[src/rtl/mesi_isc_broad_multi.sv]
// mesi_isc_broad_multi: queued coherence broadcast unit driving snoops, then the initiator enable
module mesi_isc_broad_multi #(
   parameter int CPU_COUNT        = 4,
   parameter int CPU_ID_WIDTH     = 2,
   parameter int CBUS_CMD_WIDTH   = 3,
   parameter int ADDR_WIDTH       = 32,
   parameter int BROAD_TYPE_WIDTH = 2,
   parameter int BROAD_ID_WIDTH   = 5,
   parameter int FIFO_DEPTH       = 4,
   parameter int FIFO_DEPTH_LOG2  = 2,
   parameter int ALMOST_FULL_LVL  = 3,
   parameter int TIMEOUT_WIDTH    = 8,
   parameter int TIMEOUT_CYCLES   = 255
) (
   input  logic                                clk,
   input  logic                                rst_n,
   input  logic [CPU_COUNT-1:0]                cbus_ack_array_i,
   input  logic                                broad_fifo_wr_i,
   input  logic [ADDR_WIDTH-1:0]               broad_addr_i,
   input  logic [BROAD_TYPE_WIDTH-1:0]         broad_type_i,
   input  logic [CPU_ID_WIDTH-1:0]             broad_cpu_id_i,
   input  logic [BROAD_ID_WIDTH-1:0]           broad_id_i,
   output logic [ADDR_WIDTH-1:0]               cbus_addr_o,
   output logic [CPU_COUNT*CBUS_CMD_WIDTH-1:0] cbus_cmd_array_o,
   output logic                                fifo_status_full_o,
   output logic                                fifo_status_almost_full_o,
   output logic [FIFO_DEPTH_LOG2:0]            fifo_count_o,
   output logic                                busy_o,
   output logic                                timeout_o,
   output logic [BROAD_ID_WIDTH-1:0]           timeout_id_o
);
   localparam logic [CBUS_CMD_WIDTH-1:0]   CMD_NOP      = '0;
   localparam logic [CBUS_CMD_WIDTH-1:0]   CMD_WR_SNOOP = CBUS_CMD_WIDTH'(1);
   localparam logic [CBUS_CMD_WIDTH-1:0]   CMD_RD_SNOOP = CBUS_CMD_WIDTH'(2);
   localparam logic [CBUS_CMD_WIDTH-1:0]   CMD_EN_WR    = CBUS_CMD_WIDTH'(3);
   localparam logic [CBUS_CMD_WIDTH-1:0]   CMD_EN_RD    = CBUS_CMD_WIDTH'(4);
   localparam logic [BROAD_TYPE_WIDTH-1:0] TYPE_NOP     = '0;
   localparam logic [BROAD_TYPE_WIDTH-1:0] TYPE_WR      = BROAD_TYPE_WIDTH'(1);
   localparam logic [FIFO_DEPTH_LOG2:0]    DEPTH        = (FIFO_DEPTH_LOG2+1)'(FIFO_DEPTH);
   localparam logic [FIFO_DEPTH_LOG2:0]    AF_LVL       = (FIFO_DEPTH_LOG2+1)'(ALMOST_FULL_LVL);
   localparam logic [TIMEOUT_WIDTH-1:0]    WD_LAST      = TIMEOUT_WIDTH'(TIMEOUT_CYCLES - 1);

   typedef enum logic [1:0] {IDLE, SNOOP, ENABLE, DROP} state_t;

   state_t                        state, state_nxt;
   logic [ADDR_WIDTH-1:0]         addr_mem [FIFO_DEPTH];
   logic [BROAD_TYPE_WIDTH-1:0]   type_mem [FIFO_DEPTH];
   logic [CPU_ID_WIDTH-1:0]       cpu_mem  [FIFO_DEPTH];
   logic [BROAD_ID_WIDTH-1:0]     id_mem   [FIFO_DEPTH];
   logic [FIFO_DEPTH_LOG2-1:0]    wr_ptr, rd_ptr;
   logic [FIFO_DEPTH_LOG2:0]      count;
   logic [CPU_COUNT-1:0]          mask, mask_nxt, init_mask, acc;
   logic [TIMEOUT_WIDTH-1:0]      wd, wd_nxt;
   logic [BROAD_ID_WIDTH-1:0]     last_id;
   logic [BROAD_TYPE_WIDTH-1:0]   head_type;
   logic [CPU_ID_WIDTH-1:0]       head_cpu;
   logic [BROAD_ID_WIDTH-1:0]     head_id;
   logic [CBUS_CMD_WIDTH-1:0]     snoop_cmd, en_cmd;
   logic                          full, empty, push, pop, cpu_valid, active, tmo;

   assign head_type   = type_mem[rd_ptr];
   assign head_cpu    = cpu_mem[rd_ptr];
   assign head_id     = id_mem[rd_ptr];
   assign cbus_addr_o = addr_mem[rd_ptr];
   assign full        = count == DEPTH;
   assign empty       = count == '0;
   assign push        = broad_fifo_wr_i && !full;
   assign cpu_valid   = int'({1'b0, head_cpu}) < CPU_COUNT;
   assign snoop_cmd   = (head_type == TYPE_WR) ? CMD_WR_SNOOP : CMD_RD_SNOOP;
   assign en_cmd      = (head_type == TYPE_WR) ? CMD_EN_WR : CMD_EN_RD;
   assign active      = state == SNOOP || state == ENABLE;
   // acks only count when they come from a CPU the current phase is waiting on
   assign acc         = (state == SNOOP) ? mask & cbus_ack_array_i :
                        (state == ENABLE) ? ~init_mask & cbus_ack_array_i : '0;
   assign tmo         = (TIMEOUT_CYCLES != 0) && active && acc == '0 && wd == WD_LAST;

   assign fifo_status_full_o        = full;
   assign fifo_status_almost_full_o = count >= AF_LVL;
   assign fifo_count_o              = count;
   assign busy_o                    = state != IDLE;
   assign timeout_o                 = tmo;
   assign timeout_id_o              = tmo ? head_id : last_id;

   // snoop targets: every CPU except a valid initiator, all CPUs otherwise
   always_comb begin
      for (int i = 0; i < CPU_COUNT; i++) init_mask[i] = !(cpu_valid && int'({1'b0, head_cpu}) == i);
   end

   // FIFO storage, pointers and occupancy
   always_ff @(posedge clk or negedge rst_n) begin
      if (!rst_n) begin
         wr_ptr <= '0;
         rd_ptr <= '0;
         count  <= '0;
         for (int i = 0; i < FIFO_DEPTH; i++) begin
            addr_mem[i] <= '0;
            type_mem[i] <= '0;
            cpu_mem[i]  <= '0;
            id_mem[i]   <= '0;
         end
      end else begin
         if (push) begin
            addr_mem[wr_ptr] <= broad_addr_i;
            type_mem[wr_ptr] <= broad_type_i;
            cpu_mem[wr_ptr]  <= broad_cpu_id_i;
            id_mem[wr_ptr]   <= broad_id_i;
            wr_ptr           <= wr_ptr + 1'b1;
         end
         if (pop) rd_ptr <= rd_ptr + 1'b1;
         count <= count + (FIFO_DEPTH_LOG2+1)'(push) - (FIFO_DEPTH_LOG2+1)'(pop);
      end
   end

   // state register
   always_ff @(posedge clk or negedge rst_n) begin
      if (!rst_n) state <= IDLE;
      else state <= state_nxt;
   end

   // pending mask, watchdog and the held timeout id
   always_ff @(posedge clk or negedge rst_n) begin
      if (!rst_n) begin
         mask    <= '0;
         wd      <= '0;
         last_id <= '0;
      end else begin
         mask <= mask_nxt;
         wd   <= wd_nxt;
         if (tmo) last_id <= head_id;
      end
   end

   // next state, pop and pending-mask/watchdog updates
   always_comb begin
      state_nxt = state;
      pop       = 1'b0;
      mask_nxt  = mask & ~cbus_ack_array_i;
      wd_nxt    = (!active || acc != '0) ? '0 : wd + 1'b1;
      case (state)
         IDLE: if (!empty) begin
            state_nxt = (head_type == TYPE_NOP) ? DROP : SNOOP;
            mask_nxt  = init_mask;
            wd_nxt    = '0;
         end
         DROP: begin
            pop       = 1'b1;
            state_nxt = IDLE;
         end
         SNOOP: if (tmo) begin
            pop       = 1'b1;
            state_nxt = IDLE;
         end else if (mask_nxt == '0) begin
            pop       = !cpu_valid;
            state_nxt = cpu_valid ? ENABLE : IDLE;
            wd_nxt    = '0;
         end
         ENABLE: if (tmo || acc != '0) begin
            pop       = 1'b1;
            state_nxt = IDLE;
         end
         default: state_nxt = IDLE;
      endcase
   end

   // per-CPU commands; a watchdog retire silences every bus in that cycle
   always_comb begin
      cbus_cmd_array_o = '0;
      for (int i = 0; i < CPU_COUNT; i++)
         cbus_cmd_array_o[i*CBUS_CMD_WIDTH +: CBUS_CMD_WIDTH] =
            tmo ? CMD_NOP :
            (state == SNOOP && mask[i]) ? snoop_cmd :
            (state == ENABLE && !init_mask[i]) ? en_cmd : CMD_NOP;
   end
endmodule

[config.mk]
export PLATFORM = sky130hd
export DESIGN_NAME = mesi_isc_broad_multi
export DESIGN_NICKNAME = d
export VERILOG_FILES = /design/src/rtl/mesi_isc_broad_multi.sv
export SDC_FILE = /design/constraint.sdc
export NUM_CORES = 1
export LEC_CHECK = 0
export BUFFER_PORTS_ARGS = -buffer_cell sky130_fd_sc_hd__buf_4
export CORE_MARGIN = 4
export CORE_UTILIZATION = 55
export CTS_BUF_LIST = sky130_fd_sc_hd__clkbuf_8
export DETAILED_ROUTE_END_ITERATION = 16
export MAX_ROUTING_LAYER = met4
export PLACE_DENSITY = 0.81
export SYNTH_ARGS = -nofsm -noshare
export SYNTH_HDL_FRONTEND = slang
export SYNTH_SLANG_ARGS = --single-unit
[constraint.sdc]
create_clock -name clk -period 4.85 [get_ports clk]
set_input_delay 0.7275 -clock clk [delete_from_list [all_inputs] [get_ports clk]]
set_output_delay 0.7275 -clock clk [all_outputs]
set_load 0.005 [all_outputs]
# After elaboration in Yosys (flattened, before gate mapping)
# Index checks and enable logic that the tools add are counted.
word_totals:
  register_bits: 190
  input_bits: 48
  wordCells: 136
  output_inout_bits: 56
classes:
  eq_ne: 12
  bitwise_logic: 7
  magnitude_cmp: 4
  addsub: 5
  n_reduce_logical: 30
  mux: 55
ops:
  columns: ["op", "n"]
  rows:
  - ["$bwmux W128", 1]
  - ["$mux W32", 3]
  - ["$bmux W32 S2", 1]
  - ["$demux W32 S2", 1]
  - ["$mux W3", 13]
  - ["$mux W8", 4]
  - ["$mux W2", 11]
  - ["$bwmux W20", 1]
  - ["$mux W5", 4]
  - ["$bwmux W8", 2]
  - ["$mux W4", 4]
  - ["$pmux W8 S2", 1]
  - ["$and A4 B4 Y4", 3]
  - ["$logic_and A1 B1 Y1", 12]
  - ["$bmux W5 S2", 1]
  - ["$demux W5 S2", 1]
  - ["$add A8 B1 Y8 const B", 1]
  - ["$bmux W2 S2", 2]
  - ["$eq A2 B2 Y1 const B", 4]
  - ["$eq A8 B8 Y1 const B", 1]
  - ["$logic_not A4 Y1", 2]
  - ["$not A4 Y4", 2]
  - ["$pmux W2 S4", 1]
  - ["$eq A2 B1 Y1 const B", 3]
  - ["other kinds (20)", 34]

# Depth between registers and ports, before layout
# Gate-level depths: netlist of run 1.
depth:
  ltp_word: 17
  ltp_mapped: 12
  mapped_depth_nobuf: 11

# Worst setup path after synthesis of run 1
# No wires, ideal clock.
synth_path:
  path_kind: "input to register"
  startpoint: "input port cbus_ack_array_i[0]"
  endpoint: "register count[2] (netlist: fifo_count_o[2])"
  setup_time_ps: 122
  required_ps: 4728
  arrival_time_ps: 2809
  path_buffers: 0
  path_slack_ps: 1919
  cell_stages: 10
  cell_sequence: "a22o_1 -> or2_2 -> and2_1 -> a21oi_1 -> a31oi_1 -> ha_1 -> inv_1 -> ha_1 -> fa_1 -> xor2_1"
synth_between:
  elab_chain_len: 10
synth_rtl:
  columns: ["item", "line_no", "rtl"]
  rows:
  - ["from (decl)", "17", "input logic [CPU_COUNT-1:0] cbus_ack_array_i,"]
  - ["$and A4 B4 Y4", "74", "(state == ENABLE) ? ~init_mask & cbus_ack_array_i : '0;"]
  - ["$mux W4", "74", null]
  - ["$mux W4 (*)", "73", "assign acc = (state == SNOOP) ? mask & cbus_ack_array_i :"]
  - ["$logic_not A4 Y1", "75", "assign tmo = (TIMEOUT_CYCLES != 0) && active && acc == '0 && wd == WD_LAST;"]
  - ["$logic_and A1 B1 Y1 (2 in a row)", "75", null]
  - ["$logic_or A1 B1 Y1", "157", "ENABLE: if (tmo || acc != '0) begin"]
  - ["$mux W1", "157", null]
  - ["$pmux W1 S3 (*)", "139", "case (state)"]
  - ["net pop", "59", "logic full, empty, push, pop, cpu_valid, active, tmo;"]
  - ["$sub A3 B1 Y3 (*)", "110", "count <= count + (FIFO_DEPTH_LOG2+1)'(push) - (FIFO_DEPTH_LOG2+1)'(pop);"]
  - ["to (signal assigned)", "110", null]
  - ["to (decl)", "51", "logic [FIFO_DEPTH_LOG2:0] count;"]
# The timed path passes the listed nets; every way through them passes the cells marked *.
# A chain may end at the register's enable or synchronous reset.

# Worst setup path in the final report of run 1
layout_path:
  startpoint: "register rd_ptr[0]"
  endpoint: "output port cbus_cmd_array_o[7]"
layout_between:
  elab_chain_len: 14
layout_rtl:
  columns: ["item", "line_no", "rtl"]
  rows:
  - ["from (decl)", "50", "logic [FIFO_DEPTH_LOG2-1:0] wr_ptr, rd_ptr;"]
  - ["from (signal assigned)", "109", "if (pop) rd_ptr <= rd_ptr + 1'b1;"]
  - ["$not A2 Y3 (not written as such) (*)", "61, 62", null]
  - ["$bmux W2 S2", "62", "assign head_cpu = cpu_mem[rd_ptr];"]
  - ["$mux W2 (not written as such) (2 in a row)", "62", null]
  - ["$eq A2 B2 Y1, or another cell as far along", "86", "for (int i = 0; i < CPU_COUNT; i++) init_mask[i] = !(cpu_valid && int'({1'b0, head_cpu}) == i);"]
  - ["$logic_not A1 Y1", "86", null]
  - ["$not A4 Y4", "74", null]
  - ["$and A4 B4 Y4", "74", null]
  - ["$mux W4", "74", null]
  - ["$mux W4", "73", null]
  - ["$logic_not A4 Y1", "75", null]
  - ["$logic_and A1 B1 Y1 (2 in a row)", "75", null]
  - ["$mux W3 (*)", "170", "tmo ? CMD_NOP :"]
  - ["to (decl)", "24", "output logic [CPU_COUNT*CBUS_CMD_WIDTH-1:0] cbus_cmd_array_o,"]
# Mark *: on every way between the ends. The rest lies on a longest branch, timed or not. The select of a mux whose other input is x is not followed.

==> impl_metrics.toml, run 1 <==
[outcome]
outcome = "completed"

[cts]
post_cts_resized = 0
cts_buffer_depth = 2
cts.htree.levels = 4
tritoncts = "yes"
clock-sinks = 190
worst_setup_hold_path_clk_slew_ns = 0.10
worstSkewPairLatency_ns = 0.46
cts.hold.buffers_added = 0
tritoncts.num_buffers = 17
post_cts.repair.setup_buffers = 0
clockRootBuffer = "clkbuf_8"

[drt]
remaining_drc_errors = 0
routed_wl_um = 17580
dr.first_iter.drc_count = 203
wl_per_cell_um = 19.49
via_count = 5194
route.antenna.remaining_nets = 0
first_pass_iters = 4
avgViaCountPerCell = 5.758

[place]
io_buffers = 103
place_congestion = 0.8170
place_area_sq_um = 9687
placed_cell_count = 869
post-dp-hpwl_um = 11830

[yosys]
synth_nets = 643
synth-seq-cells = 190
synth.area.top_cells = "dfrtp_1, mux2_2, mux4_2"
yosysUniqueCellTypes = 45
yosysWarningCount = 0
async_flop_share_pct = 100.0
synth_area_leader_cell = "dfrtp_1"
post-synth-top-area-fraction_pct = 54.60
yosys.cell_count.top_type = "dfrtp_1"
ys.flop_type = "dfrtp_1"
post_synth_inst_count = 581
syn-mean-instance-area_sq_um = 14.99
post_synth_most_frequent_cells = "dfrtp_1, mux2_2, mux4_2, nand2_1, nor2_1"
synth_area_sq_um = 8708
synth_seq_area_share_pct = 54.60
number_of_synthesized_flops_with_an_enable_pin = 0

[cells_and_area]
finalInstanceArea_sq_um = 10080
multi_input_comb_area_sq_um = 3772
final_cells = 902
layout.area.seq_sq_um = 4760
share_of_post_route_cells_with_drive_strength_above_1_pct = 51.74
final_net_count = 739
n_fill_cell = 1114
syn2layout_area_growth_pct = 15.75

[sta]
drv_slew = 0
worst_slew_pin_slew_ns = 0.8379
clock.fmax_mhz = 236.0
period_needed_ns = 4.237
setup_violations = 0
worst_clock_skew_ns = 0.01809
final_min_period_over_clock_period_pct = 87.36
setup_repair_after_global_routing_missed_its_margin = "no"
finalSetupTns_ns = 0
timing_hold_violations_final = 0
hold_ws_ns = 0.3380
worst_max_slew_margin_expressed_relative_to_the_limit_pct = 44.14

[flow_run]
maxCapViolations = 0

[power_and_ir_drop]
report.power.total_uw = 6974
power_density_nw_per_um2 = 691.9
max-vdd-ir-drop_v = 0.0003749
static_leakage_uw = 0.004490

[global_routing]
antenna_found_initial = 1
groute.usage.overall_pct = 21.49
grt_max_degree = 99
grt_remaining_overflow = 0
grt_pass1_wl_um = 29500
grt_pass1_vias = 5841

[worst_setup_path]
arrival_time_reported_for_the_critical_path_endpoint_ns = 3.51
cp-startpoint = "rd_ptr[0]"
critPathCaptureType = "output pin"
timing.rr.start = "rd_ptr[0]"
crit-reg2reg-capture = "fifo_count_o[2]"
worstPathMaxFanout = 24
timing.critical_path.required_ns = 4.12
reg2reg_setup_slack_ns = 1.38
startpoint_type = "register"
worstSetupPathType = "reg -> out"
worst-r2r-cell-count = 10

[die]
floorplan.die.height_um = 133.8
die_width_um = 133.8
floorplan.io_pins = 104
core_area_sq_um = 15370
die_area_sq_um = 17910
start_util_pct = 56.65
placementRows = 45

[worst_hold_path]
worstHoldPathType = "in -> async"
## metal layers
metal | wire (um) | up-vias | global-route usage, % | share of wire [%]
li1 | - | 2318 | - | -
met1 | 7560 | 2719 | 27.59 | 43
met2 | 8850 | 138 | 34.81 | 50
met3 | 972 | 19 | 5.214 | 5.5
met4 | 196 | 0 | 5.600 | 1.1
met5 | 0 | - | - | 0
## per-stage QoR
stage | worst slack, ns | util, %
floorplan | 1.919 | -
global placement | 1.214 | 63.02
detailed placement | 1.111 | 63.02
CTS | 0.5841 | 65.56
global route | 0.3583 | 65.58
finish | 0.6131 | 65.58
## power breakdown
group          internal [uW]  switching, uW  total, uW  leakage (uW)
Combinational           1860           1290       3150       0.00201
Sequential              2360            443       2800       0.00228
Clock                    472            557       1030      0.000200
Total                   4690           2290       6970       0.00449
## area by class of cell
| class | instances | share of cell area [%] |
|---|---|---|
| clock inverters | 14 | 1.415 |
| multi-input cells | 345 | 37.43 |
| flip-flops and latches | 190 | 47.22 |
| inverters | 13 | 0.4841 |
| diodes | 1 | 0.02483 |
| well taps | 211 | 2.619 |
| repair buffers | 110 | 8.354 |
| clock buffers | 18 | 2.458 |
## critical path, stage by stage (launching register included)
cell and delay, ns:
dfrtp_4 0.69, buf_4 0.51, mux4_2 0.58, nor2b_1 0.54, nand2_1 0.23, o22a_1 0.21
nor2_1 0.12, buf_4 0.13
## cell usage in the layout (no fill, tap or decap), types with 4 or more instances in the layout
master    count
mux4_2       40
nand2b_1      7
nand3_1       7
xor2_1        7
inv_1        15
dfrtp_1     188
nand2_1      17
nor2b_1       4
mux2i_1       5
buf_4       108
nor2_1       18
o22a_1        5
nor4_1        4
a21oi_1       8
ha_1         13
o21ai_0       5
clkbuf_8     18
nand2_2       4
mux2_2      166
## cell families (layout without fill, tap and decap cells)
logic type,after synthesis,in the layout,share of synthesized area [%]
compound gates,32,32,2.788
xor+xnor,9,9,0.9052
buf+inv,46,155,2.198
flops,190,190,54.60
fa+ha+maj,14,14,2.098
mux,216,216,33.28
simple gates,74,74,4.138
other cells,0,1,0
## state kept, by name, summed over array words and instances (netlist names), 3 cells and up
register,flops
last_id,5
mask,4
id_mem,20
wd,8
type_mem,8
addr_mem,128
fifo_count_o,3
cpu_mem,8
## worst max-delay path by stage
| stage | end | slack (ns) | cells past startpoint |
|---|---|---|---|
| detailed placement | cbus_cmd_array_o[7] | 1.11 | 7 |
| finish | cbus_cmd_array_o[7] | 0.61 | 7 |
| CTS | cbus_cmd_array_o[7] | 0.58 | 7 |
| global placement | timeout_id_o[4] | 1.21 | 6 |
| global route | cbus_cmd_array_o[7] | 0.36 | 7 |
| floorplan | fifo_count_o[2] | 1.92 | 10 |
(Power assumes the default switching activity.)
==> inputs of run 2 (changes only) <==
--- a/config.mk
+++ b/config.mk
@@ -6,6 +6,7 @@
 export NUM_CORES = 1
 export LEC_CHECK = 0
 export BUFFER_PORTS_ARGS = -buffer_cell sky130_fd_sc_hd__buf_4
+export CORE_ASPECT_RATIO = 1.25
 export CORE_MARGIN = 4
 export CORE_UTILIZATION = 55
 export CTS_BUF_LIST = sky130_fd_sc_hd__clkbuf_8
==> constraint.sdc (replaced) <==
create_clock -name clk -period 4 [get_ports clk]
set_input_delay 0.6 -clock clk [delete_from_list [all_inputs] [get_ports clk]]
set_output_delay 0.6 -clock clk [all_outputs]
set_load 0.005 [all_outputs]
==> run 2 against run 1 <==
  * Global-route usage shrank 0.15 points
  * Sequential power grew 20%
  * Final cell count grew 0.33%
  * Setup slack lost 0.23 ns
  * Clock-buffer cell count shrank 1
  * Highest routed layer unchanged
  * Non-clock buffer count grew 3
  * Largest cell class unchanged
  * Routed wire length grew 0.96%
  * Critical path depth grew 1
  * Power grew 21%
  * Die area is essentially flat
  * Cell area grew 0.38%
==> impl_metrics.toml, run 2 (synthesis gave the netlist of run 1 again) <==
[power_and_ir_drop]
power.net_switching_uw = 2829
max-vdd-ir-drop_v = 0.0005182
static_leakage_uw = 0.004501
sequentialPowerShare_pct = 39.8
power_density_nw_per_um2 = 836.8
internal_power_uw = 5638
netSwitchingFraction_pct = 33.41
power.share.clock_pct = 14.6
power_frac_comb_pct = 45.6

[worst_setup_path]
worstPathMaxFanout = 22
critPathCaptureType = "output pin"
setup.worst_path.end = "cbus_cmd_array_o[1]"
timing.critical_path.required_ns = 3.40
worst-r2r-cell-count = 10
worstSetupPathType = "reg -> out"
startpoint_type = "register"
reg2reg_setup_slack_ns = 0.65
crit-reg2reg-capture = "fifo_count_o[2]"
cp-startpoint = "rd_ptr[0]"
timing.rr.start = "rd_ptr[0]"
arrival_time_reported_for_the_critical_path_endpoint_ns = 3.02

[place]
post-dp-hpwl_um = 11960
place_area_sq_um = 9696
place_congestion = 0.9251
io_buffers = 103

[cells_and_area]
multi_input_comb_area_sq_um = 3775
top_regs = "addr_mem (128), id_mem (20)"
layout.area.seq_sq_um = 4760
n_fill_cell = 1150
layout.cells.most_common = "dfrtp_1"
core_util_final_pct = 64.99
commonest_cells_after_routing_fill_and_taps_aside = "dfrtp_1, mux2_2, buf_4, mux4_2, nor2_1"
largest_register = "addr_mem"
antenna_cells_inserted = 0
final_net_count = 742
number_of_flip_flops_under_the_largest_register_name = 128
share_of_post_route_cells_with_drive_strength_above_1_pct = 52.38
finalInstanceArea_sq_um = 10120
syn2layout_area_growth_pct = 16.19

[global_routing]
grt_pass1_vias = 5754
antenna_found_initial = 0
grt_max_degree = 122
grt_pass1_wl_um = 29010
groute.usage.overall_pct = 21.33
grt_remaining_overflow = 0

[cts]
tritoncts = "yes"
worstSkewPairLatency_ns = 0.45
worst_setup_hold_path_clk_slew_ns = 0.10
cts.htree.levels = 4
cts_buffer_depth = 2
clockRootBuffer = "clkbuf_8"
cts.hold.buffers_added = 0
tritoncts.num_buffers = 17
clock-sinks = 190

[sta]
period_needed_ns = 3.620
worst_slew_pin_slew_ns = 1.074
clock.fmax_mhz = 276.3
timing_hold_violations_final = 0
worst_max_slew_margin_expressed_relative_to_the_limit_pct = 28.41
worst_clock_skew_ns = 0.01068
setup_violations = 0
finalSetupTns_ns = 0
drv_slew = 0
final_min_period_over_clock_period_pct = 90.50
hold_ws_ns = 0.3109
setup_repair_after_global_routing_missed_its_margin = "no"

[die]
core_area_sq_um = 15570
placementRows = 51
floorplan.io_pins = 104
die_width_um = 120.5
floorplan.die.height_um = 148.7
start_util_pct = 55.93
die_area_sq_um = 17920

[outcome]
outcome = "completed"

[drt]
wl_per_cell_um = 19.61
routed_wl_um = 17750
via_count = 5172
dr.first_iter.drc_count = 330
route.antenna.remaining_nets = 0
remaining_drc_errors = 0
first_pass_iters = 4
avgViaCountPerCell = 5.715

[worst_hold_path]
worstHoldPathType = "in -> async"

[flow_run]
maxCapViolations = 0
==> run 2: cell types whose count changed in the layout (fill, tap and decap cells not counted), sizes merged <==
cell / previous run / this run
buf: 110 / 113
bufinv: 2 / 1
clkbuf: 18 / 17
diode: 1 / 0
inv: 18 / 20
==> run 2: routing by layer <==
metal,part of all wire (%),global-route usage (%),up-vias
met1,40,24.74,2707
met4,1.8,6.236,0
met2,54,37.59,116
met3,4.2,4.412,26
met5,0,-,-
li1,-,-,2323
==> run 2: what timing repair did <==
item                       4_1_cts  5_1_grt
pin swaps                        0        1
resized for setup                1        1
buffers inserted                 0        2
setup endpoints to repair        3       10
==> run 2: worst min-delay path by stage <==
| stage | from | to | cells past startpoint |
|---|---|---|---|
| floorplan | rst_n | addr_mem[0] | 0 |
| global placement | last_id[1] | last_id[1] | 1 |
| detailed placement | last_id[3] | last_id[3] | 1 |
| CTS | rst_n | addr_mem[106] | 1 |
| global route | broad_addr_i[11] | addr_mem[107] | 2 |
| finish | rst_n | addr_mem[3] | 1 |
==> run 2: worst max-delay path, stage by stage, from the launching register on <==
cell     delay, ns
dfrtp_4       0.59
buf_4         0.31
buf_6         0.35
mux4_2        0.30
nor2b_2       0.38
nand2_1       0.20
o22a_1        0.20
nor2_1        0.11
buf_4         0.13
==> run 2: final cells by class <==
type	instances	area share [%]
clock buffer	17	2.312
clock inverter	15	1.533
inverter	13	0.4823
multi-input combinational	345	37.31
sequential	190	47.04
tap	212	2.621
timing repair buffer	113	8.705
==> run 2: stage by stage <==
stage                     power, uW  cells  setup slack, ns
after floorplan                5896    581            1.102
after global placement         7079    871           0.6224
after detailed placement       7317    871           0.4846
after CTS                      8556    903          0.04130
after global routing           9008    905           0.1255
final                          8467    905           0.3802
==> run 2: power groups by stage <==
stage	Combinational (uW)	Clock, uW	Sequential, uW
2_1_floorplan	2710	0	3190
3_3_place_gp	3760	0	3320
3_5_place_dp	3900	0	3420
4_1_cts	3910	1260	3380
5_1_grt	4180	1340	3490
6_report	3860	1230	3370
==> inputs of run 3 (changes only) <==
--- a/config.mk
+++ b/config.mk
@@ -9,7 +9,7 @@
 export CORE_ASPECT_RATIO = 1.25
 export CORE_MARGIN = 4
 export CORE_UTILIZATION = 55
-export CTS_BUF_LIST = sky130_fd_sc_hd__clkbuf_8
+export CTS_CLUSTER_SIZE = 14
 export DETAILED_ROUTE_END_ITERATION = 16
 export MAX_ROUTING_LAYER = met4
 export PLACE_DENSITY = 0.81
==> run 3 against run 2 <==
  * Non-clock buffer count unchanged
  * Power is 5.1% higher
  * Via count about the same
  * Sequential power hardly changed
  * Highest routed layer unchanged
  * Die area unchanged
  * Clock skew down 0.0026 ns
  * First-iteration DRC count decreased by 13%
  * Sequential cell count unchanged
  * Cell area increased by 1.9%
  * Utilization increased by 1.2 points
==> impl_metrics.toml, run 3 (synthesis gave the netlist of run 1 again) <==
[outcome]
outcome = "completed"

[drt]
route.antenna.remaining_nets = 0
avgViaCountPerCell = 5.712
route.top_layer_used = "met4"
met3_routed_length_um = 799
first_pass_iters = 4
dr.first_iter.drc_count = 287
via_count = 5169
wl_met2_um = 9721
wirelength_met1_um = 7025
routed_wl_um = 17920
wl_per_cell_um = 19.80
remaining_drc_errors = 0

[worst_setup_path]
timing.critical_path.required_ns = 3.40
worst-r2r-cell-count = 10
worstSetupPathType = "reg -> out"
startpoint_type = "register"
worstPathMaxFanout = 22
critPathCaptureType = "output pin"
arrival_time_reported_for_the_critical_path_endpoint_ns = 3.11

[cts]
clock-sinks = 190
cts.hold.buffers_added = 0
tritoncts.num_buffers = 17
clockRootBuffer = "clkbuf_16"
cts_buffer_depth = 2
worstSkewPairLatency_ns = 0.43
cts.htree.levels = 4
worst_setup_hold_path_clk_slew_ns = 0.07
tritoncts = "yes"

[cells_and_area]
largest_register = "addr_mem"
top_regs = "addr_mem (128), id_mem (20)"
final_net_count = 742
syn2layout_area_growth_pct = 18.35
number_of_flip_flops_under_the_largest_register_name = 128
n_fill_cell = 1132
share_of_post_route_cells_with_drive_strength_above_1_pct = 52.38
commonest_cells_after_routing_fill_and_taps_aside = "dfrtp_1, mux2_2, buf_4, mux4_2, nor2_1"
layout.cells.most_common = "dfrtp_1"
antenna_cells_inserted = 0

[power_and_ir_drop]
static_leakage_uw = 0.004587
report.power.total_uw = 8897
max-vdd-ir-drop_v = 0.0004566
power_density_nw_per_um2 = 863.3

[place]
dp_worst_setup_slack_ns = 0.4846
io_buffers = 103
place_congestion = 0.9251
post-dp-hpwl_um = 11960

[sta]
setup_repair_after_global_routing_missed_its_margin = "no"
final_worst_path_setup_slack_ns = 0.2851
setup_violations = 0
hold_ws_ns = 0.3263
worst_slew_pin_slew_ns = 1.085
worst_clock_skew_ns = 0.008049
final_min_period_over_clock_period_pct = 92.87
drv_slew = 0
clock.fmax_mhz = 269.2
worst_max_slew_margin_expressed_relative_to_the_limit_pct = 27.66
period_needed_ns = 3.715
timing_hold_violations_final = 0
finalSetupTns_ns = 0

[die]
die_area_sq_um = 17920
core_area_sq_um = 15570
placementRows = 51
floorplan.die.height_um = 148.7
start_util_pct = 55.93
die_width_um = 120.5
floorplan.io_pins = 104

[global_routing]
grt_pass1_wl_um = 29140
grt_pass1_vias = 5839
grt_max_degree = 122
antenna_found_initial = 0
grt_remaining_overflow = 0
groute.usage.overall_pct = 21.57

[flow_run]
maxCapViolations = 0

[worst_hold_path]
worstHoldPathType = "in -> async"
[run 3: cell counts in the layout (fill, tap and decap cells not counted)]
No cell type changed its count.
[run 3: timing repair]
action / 4_1_cts / 5_1_grt
gates resized for setup: 1 / 0
pin swaps: 0 / 1
setup buffers: 0 / 2
endpoints found under the setup margin: 1 / 4
[run 3: worst paths after layout]
kind                             startpoint                    to  slack [ns]
setup / recovery                  rd_ptr[0]  cbus_cmd_array_o[10]        0.29
hold / removal                        rst_n           addr_mem[3]        0.33
setup reg to reg                  rd_ptr[0]       fifo_count_o[2]        0.66
hold reg to reg                  last_id[1]            last_id[1]        0.50
max in group asynchronous             rst_n             rd_ptr[0]        2.73
min in group clk           broad_addr_i[11]         addr_mem[107]        0.42
[run 3: power breakdown]
part,switching [uW],total (uW),leakage (uW),internal [uW]
combinational,1600,3860,0.00203,2260
clock,772,1650,0.000278,882
sequential,519,3380,0.00228,2860
[run 3: layer usage]
layer	vias up	track usage, %
met2	130	37.93
met1	2676	24.35
met4	0	6.633
met3	32	5.325
met5	-	-
li1	2331	-
[run 3: final cells by class]
cell class	instances	area (sq um)	share of cell area, %
flip-flops and latches	190	4760	46.18
multi-input cells	345	3775	36.63
repair buffers	113	877.1	8.510
clock buffers	17	425.4	4.128
well taps	212	265.3	2.574
clock inverters	15	155.1	1.505
inverters	13	48.80	0.4735
[run 3: through the flow]
stage                     cell area (sq um)  utilization (%)  instances
after floorplan                        8708                -        581
after global placement                 9696            62.27        871
after detailed placement               9696            62.27        871
after CTS                             10280            66.02        903
after global routing                  10310            66.19        905
final                                 10310            66.19        905
[run 3: worst max-delay path, stage by stage, from the launching register on]
cell,delay (ns)
dfrtp_4,0.59
buf_4,0.31
buf_4,0.45
mux4_2,0.33
nor2b_2,0.38
nand2_1,0.19
o22a_1,0.20
nor2_1,0.10
buf_4,0.12
